$ cat src/rtl/gray_switch_pkg.sv
// Shared types and defaults for the Gray-coded rotary switch conditioner.
package gray_switch_pkg;

  typedef enum logic [1:0] {
    STABLE = 2'd0,
    COMMIT = 2'd1,
    COUNT  = 2'd2
  } state_t;

  localparam int SYNC_STAGES_DEF     = 2;
  localparam int DEBOUNCE_CYCLES_DEF = 270000;

  function automatic logic [2:0] popcount4(input logic [3:0] w);
    return {2'b00, w[0]} + {2'b00, w[1]} + {2'b00, w[2]} + {2'b00, w[3]};
  endfunction

endpackage

$ cat src/rtl/gray_switch_conditioner_sync_ff.sv
// Single-bit synchronizer chain; the raw switch bit enters at stage 0.
module sync_ff #(
  parameter int STAGES = 2
) (
  input  logic clk,
  input  logic rst,
  input  logic d,
  output logic q
);

  logic [STAGES-1:0] chain;

  always_ff @(posedge clk) begin
    if (rst) chain <= '0;
    else     chain <= {chain[STAGES-2:0], d};
  end

  assign q = chain[STAGES-1];

endmodule

$ cat src/rtl/gray_switch_conditioner.sv
// Synchronizes and debounces a 4-bit Gray switch, flagging accepted codes that
// jump by more than one bit.
//
// state  | meaning
// STABLE | sync word matches the accepted code
// COUNT  | candidate code seen, counting consecutive stable cycles
// COMMIT | candidate held long enough, accepted on the next edge
module gray_switch_conditioner
  import gray_switch_pkg::*;
#(
  parameter int SYNC_STAGES     = SYNC_STAGES_DEF,
  parameter int DEBOUNCE_CYCLES = DEBOUNCE_CYCLES_DEF
) (
  input  logic clk,
  input  logic rst,
  input  logic sw_a,
  input  logic sw_b,
  input  logic sw_c,
  input  logic sw_d,
  output logic ag,
  output logic bg,
  output logic cg,
  output logic dg,
  output logic code_valid,
  output logic gray_err,
  output logic busy
);

  localparam int CNT_W = $clog2(DEBOUNCE_CYCLES);
  localparam logic [CNT_W-1:0] CNT_LAST = CNT_W'(DEBOUNCE_CYCLES - 1);

  logic [3:0] sw_raw;
  logic [3:0] sync_w;
  logic [3:0] out_w;
  logic [3:0] cand_w;
  logic [3:0] cand_nxt;
  logic [CNT_W-1:0] cnt;
  logic [CNT_W-1:0] cnt_nxt;
  logic commit;
  state_t state;
  state_t state_nxt;

  assign sw_raw = {sw_a, sw_b, sw_c, sw_d};

  for (genvar i = 0; i < 4; i++) begin : g_sync
    sync_ff #(.STAGES(SYNC_STAGES)) u_sync (
      .clk (clk),
      .rst (rst),
      .d   (sw_raw[i]),
      .q   (sync_w[i])
    );
  end

  always_comb begin
    state_nxt = state;
    cand_nxt  = cand_w;
    cnt_nxt   = cnt;
    commit    = 1'b0;
    unique case (state)
      STABLE: begin
        if (sync_w != out_w) begin
          cand_nxt  = sync_w;
          cnt_nxt   = '0;
          state_nxt = COUNT;
        end
      end
      COUNT: begin
        if (sync_w == out_w) begin
          state_nxt = STABLE;
        end else if (sync_w != cand_w) begin
          cand_nxt = sync_w;
          cnt_nxt  = '0;
        end else if (cnt == CNT_LAST) begin
          state_nxt = COMMIT;
        end else begin
          cnt_nxt = cnt + 1'b1;
        end
      end
      COMMIT: begin
        // Input is ignored here; any new change is caught from STABLE.
        commit    = 1'b1;
        state_nxt = STABLE;
      end
      default: state_nxt = STABLE;
    endcase
  end

  always_ff @(posedge clk) begin
    if (rst) begin
      state      <= STABLE;
      out_w      <= '0;
      cand_w     <= '0;
      cnt        <= '0;
      code_valid <= 1'b0;
      gray_err   <= 1'b0;
    end else begin
      state      <= state_nxt;
      cand_w     <= cand_nxt;
      cnt        <= cnt_nxt;
      code_valid <= commit;
      gray_err   <= commit && (popcount4(out_w ^ cand_w) > 3'd1);
      if (commit) out_w <= cand_w;
    end
  end

  assign {ag, bg, cg, dg} = out_w;
  assign busy = (state == COUNT) || (state == COMMIT);

endmodule

$ cat config.mk
export PLATFORM = sky130hd
export DESIGN_NAME = gray_switch_conditioner
export DESIGN_NICKNAME = d
export VERILOG_FILES = /design/src/rtl/gray_switch_pkg.sv /design/src/rtl/gray_switch_conditioner_sync_ff.sv /design/src/rtl/gray_switch_conditioner.sv
export SDC_FILE = /design/constraint.sdc
export NUM_CORES = 1
export LEC_CHECK = 0
export ABC_AREA = 1
export ABC_CLOCK_PERIOD_IN_PS = 2800
export BUFFER_PORTS_ARGS = -buffer_cell sky130_fd_sc_hd__buf_4
export CAP_MARGIN = 25
export CELL_PAD_IN_SITES_DETAIL_PLACEMENT = 0
export CELL_PAD_IN_SITES_GLOBAL_PLACEMENT = 1
export CORE_ASPECT_RATIO = 1.25
export CORE_MARGIN = 2
export CORE_UTILIZATION = 40
export DETAILED_ROUTE_END_ITERATION = 8
export PLACE_DENSITY_LB_ADDON = 0.1
export REMOVE_ABC_BUFFERS = 1
export SYNTH_ARGS = -nofsm -noshare
export SYNTH_HDL_FRONTEND = slang
export SYNTH_SLANG_ARGS = --single-unit
$ cat constraint.sdc
create_clock -name clk -period 2.8 [get_ports clk]
set_clock_uncertainty 0.05 [all_clocks]
set_input_delay 0.7 -clock clk [delete_from_list [all_inputs] [get_ports clk]]
set_output_delay 0.7 -clock clk [all_outputs]
set_load 0.02 [all_outputs]
; ---- Yosys cells after proc, flatten, opt, wreduce, memory -nomap -nowiden
; Cells that the tools add are included.
; W data, S select, Z words.
[totals]
ff_bits = 39
in_bits = 6
out_inout_bits = 7
wordCells = 50
[classes]
add_sub_neg = 4
order_cmp = 1
n_eq_ne = 12
mux = 15
bitwise_logic = 1
reduce_logical = 7
[ops]
columns = op, n
row1 = $mux W19, 4
row2 = $pmux W19 S2, 1
row3 = $add A19 B1 Y19 const B, 1
row4 = $eq A19 B19 Y1 const B, 1
row5 = $mux W4, 3
row6 = $ne A3 B3 Y1 const B, 3
row7 = $mux W2, 4
row8 = $ne A4 B4 Y1, 2
row9 = $pmux W4 S2, 1
row10 = $reduce_and A4 Y1, 2
row11 = $ne A2 B2 Y1 const B, 3
row12 = $eq A4 B4 Y1, 1
row13 = $pmux W2 S2, 1
row14 = $xor A4 B4 Y4, 1
row15 = $add A2 B1 Y3, 1
row16 = $add A3 B1 Y3, 1
row17 = $gt A3 B1 Y1 const B, 1
row18 = $reduce_and A3 Y1, 1
row19 = $add A1 B1 Y2, 1
row20 = $eq A2 B1 Y1 const B, 1
row21 = $eq A2 B2 Y1 const B, 1
row22 = $logic_not A2 Y1, 1
row23 = $reduce_bool A2 Y1, 1
row24 = $logic_and A1 B1 Y1, 1
row25 = other kinds (2), 2

; ---- Logic depth before layout (Yosys ltp)
[logic_depth]
ltp_word = 6
depth_mapped = 13
mapped_depth_nobuf = 12

; ---- By module
; From an unflattened synthesis, not the netlist that was laid out.
[unflattened]
hier_cells = 364
hier_area_um2 = 2349.8
[modules_own_cells]
columns = module, n_inst, cells_per_inst, area_per_inst_um2
row1 = gray_switch_conditioner, 1, 340, 2129.5
row2 = sync_ff, 4, 6, 55.1

; ---- Worst setup path after synthesis
; Ideal clock, no wire load.
[synth_timing]
path_kind = register -> register
start = reg cnt[0]
end = reg cnt[11]
setup_ns = 0.109
arrival_time_ns = 1.504
setup_slack_ns = 1.138
path_stages_with_launch = 12
n_path_buf = 1
cell_sequence = dfxtp_1 > ha_1 > nand2_2 > nor2_4 > nand3_1 > nor2_2 > nand2_4 > nand2_2 > buf_6 > o21ai_0 > nand2_1 > inv_1
[synth_via]
elab_chain_len = 5
word_cells_on_any_way = 8
classes_between = add/sub (1) / eq/ne (2) / mux (4) / reduce/logical (1)
[synth_lines]
columns = item, line_no
row1 = from (decl), gray_switch_conditioner.sv:37  ; logic [CNT_W-1:0] cnt;
row2 = from (signal assigned), gray_switch_conditioner.sv:99  ; cnt <= cnt_nxt;
row3 = $add A19 B1 Y19, gray_switch_conditioner.sv:76  ; cnt_nxt = cnt + 1'b1;
row4 = $mux W19, gray_switch_conditioner.sv:73  ; end else if (cnt == CNT_LAST) begin
row5 = $mux W19, gray_switch_conditioner.sv:70  ; end else if (sync_w != cand_w) begin
row6 = $mux W19, gray_switch_conditioner.sv:68  ; if (sync_w == out_w) begin
row7 = $pmux W19 S2, gray_switch_conditioner.sv:59  ; unique case (state)
; Several ways; a longest one is shown, not always the timed one. The select of a mux whose other input is x is not followed.
; A chain may end at the register's enable or synchronous reset.

; ---- Worst setup path in the final report
[layout_timing]
start = reg cnt[0]
end = reg cnt[12]
; Same word-level chain as after synthesis.

==> results by group <==
Worst setup path
  • Critical path type: reg -> reg
  • Req. time, crit path: 2.96 ns
  • Worst Path Max Fanout: 20
  • Crit path arrival time: 2.26 ns
  • Startpoint types: flip-flop
  • Crit path capture type: flip-flop

Global route
  • Global-route usage over all layers: 20.2%
  • Largest net degree at the start of global routing: 21
  • Vias in the first global route: 2058
  • Antenna violations before repair: 0
  • Overflow after GRT: 0
  • First-pass GRT wire length: 9850 um

CTS
  • Number of buffers added for setup after CTS: 0
  • Clock tree from TritonCTS: done
  • CTS buffer count: 5
  • Worst-path clk slew: 0.09 ns
  • Clk buf depth: 2
  • CTS Root Cell: clkbuf_8
  • Clock sink total: 39
  • Worst-Skew Late Latency: 0.30 ns
  • Hold-fix buffers, CTS: 0
  • CTS resizes: 0
  • H-tree Lvls: 2

Logic synthesis
  • Sequential-to-total area share from yosys stat: 33.6%
  • Cells after Synth: 365
  • Ys Warns: 0
  • Mean Syn Cell Area: 6.37 sq um
  • EDFF count, synth: 0
  • Asr flop ratio synth: 0%
  • Number of distinct library cells after synthesis: 27
  • #FFs+latches synth: 39
  • Top_reg_cell synth: dfxtp_1
  • Syn Std Cell Area: 2330 sq um

Timing
  • Setup Viol. Count Final: 0
  • Period utilisation layout: 74.9%
  • Final Slew Violations: 0
  • Hold Violations, Final: 0
  • Min Hold Slack: 0.358 ns
  • Fmax: 0.477 GHz
  • Slew margin rel.: 66.6%
  • Sum Neg Setup Slack: 0 ns
  • RSZ-0062 raised after global routing: no
  • Worst slew pin tran: 0.500 ns
  • Crit path time final: 2.10 ns

Route
  • Drt pass-1 iters: 4
  • Initial DRC Count: 56
  • Final ANT Viol Nets: 0
  • Via/cell ratio: 5.01
  • Routed WL per cell: 13.6 um
  • Routed vias: 2226
  • DRC Markers: 0
  • Total wire length: 6050 um

Cells and area
  • Nets@finish: 388
  • N_diodes: 0
  • Most frequent cells in the layout: nand2_1 (102), nor2_1 (51), inv_1 (47)
  • Layout Cells excl Fill: 444
  • Fin util: 45.2%
  • Area growth syn-to-layout: 10.7%
  • Layout cells sized above 1: 11.1%
  • Commonest non-fill, non-tap cell in the layout: nand2_1

Pwr
  • Lkg Pwr: 1.05 nW
  • Clk pwr share: 38.9%
  • Net switching power: 363 uW
  • Pwr/cell area: 489 nW/um^2
  • Max VDD drop: 0.186 mV
  • Power share of the sequential group: 46.4%
  • Sw Ratio: 28.9%
  • Internal power: 895 uW
  • Gate power share: 14.7%

Floorplanning
  • Io pins: 13
  • Die Ht: 89.3 um
  • Die Span X: 72.2 um
  • # rows: 31
  • Starting density of the core: 40.8%
  • Core Box Area: 5700 sq um
  • Die area: 6440 sq um

Run status
  • Status: finished clean

Min path
  • Hold crit path type: reg -> reg

Job
  • Max Cap Viol: 0

Place
  • # port buffers: 12
  • Placed Instances: 436
  • Placer congestion estimate: 0.825
  • Post-DP HPWL: 4470 um
==> stage by stage <==
step | worst slack (ns) | power, mW | cell area, sq um
finish | 0.702 | 1.26 | 2570
global route | 0.459 | 1.33 | 2570
CTS | 0.659 | 1.28 | 2570
detailed placement | 0.691 | 0.785 | 2460
global placement | 0.750 | 0.786 | 2460
floorplan | 1.07 | 0.724 | 2270
==> registers in the layout (all words and copies together) (netlist names) <==
name and flops:
code_valid 1, out_w 4, state 2, g_sync.u_sync.chain 8, gray_err 1, cand_w 4
cnt 19
==> logic make-up after synthesis <==
logic type               after synthesis  synth area share, %
XOR/XNOR                               8                 3.01
AO/OA/AOI/OAI                         46                 10.8
flip-flops                            39                 33.6
adder cells (fa/ha/maj)                5                 3.01
buffers and inverters                 61                 10.7
AND/OR/NAND/NOR                      206                 38.9
==> layout make-up <==
class | instances | area (sq um)
sequential | 39 | 781
clock buffer | 5 | 68.8
timing repair buffer | 14 | 105
inverter | 52 | 195
fill | 637 | 3130
tap | 66 | 82.6
multi-input combinational | 265 | 1300
clock inverter | 3 | 46.3
==> Yosys cell counts (4+ instances only) <==
| master | count | area share [%] |
|---|---|---|
| inv_2 | 4 | 0.65 |
| a21oi_1 | 23 | 4.9 |
| nor2_1 | 51 | 8.2 |
| nand2_1 | 102 | 16 |
| xor2_1 | 4 | 1.5 |
| o21ai_0 | 17 | 3.7 |
| nand3_1 | 23 | 4.9 |
| clkbuf_1 | 5 | 0.81 |
| xnor2_1 | 4 | 1.5 |
| a21oi_2 | 5 | 1.9 |
| nor3_1 | 4 | 0.86 |
| inv_1 | 47 | 7.6 |
| dfxtp_1 | 39 | 34 |
| ha_1 | 4 | 2.2 |
| nand4_1 | 15 | 4.0 |
==> power groups by stage <==
stage | Combinational (mW) | Sequential [mW] | Clock [mW]
global placement | 0.189 | 0.597 | 0
CTS | 0.190 | 0.584 | 0.508
finish | 0.185 | 0.583 | 0.489
global route | 0.211 | 0.586 | 0.536
detailed placement | 0.188 | 0.597 | 0
floorplan | 0.130 | 0.593 | 0
==> metal layers <==
| layer | vias to the layer above | global-route usage, % | wire (um) |
|---|---|---|---|
| li1 | 1175 | - | - |
| met1 | 1018 | 22.6 | 2550 |
| met2 | 24 | 38.9 | 3270 |
| met3 | 9 | 3.04 | 132 |
| met4 | 0 | 6.35 | 94 |
| met5 | - | 0 | 0 |
==> worst max-delay path: stages, from the launching register on <==
cell and delay, ns:
dfxtp_1 0.41, ha_1 0.31, nand2_2 0.10, nor2_4 0.19
nand3_1 0.12, nor2_2 0.18, nand2_4 0.08, nand2_2 0.34
o21ai_0 0.13, nand2_1 0.08, inv_1 0.03
==> final timing paths <==
check	to	slack, ns	cells past startpoint	startpoint
setup reg to reg	cnt[12]	0.70	10	cnt[0]
hold / removal	g_sync[0].u_sync.chain[1]	0.36	2	g_sync[0].u_sync.chain[0]
hold reg to reg	g_sync[0].u_sync.chain[1]	0.36	2	g_sync[0].u_sync.chain[0]
setup / recovery	cnt[12]	0.70	10	cnt[0]
Note: power is estimated with default switching activity, not from simulation.
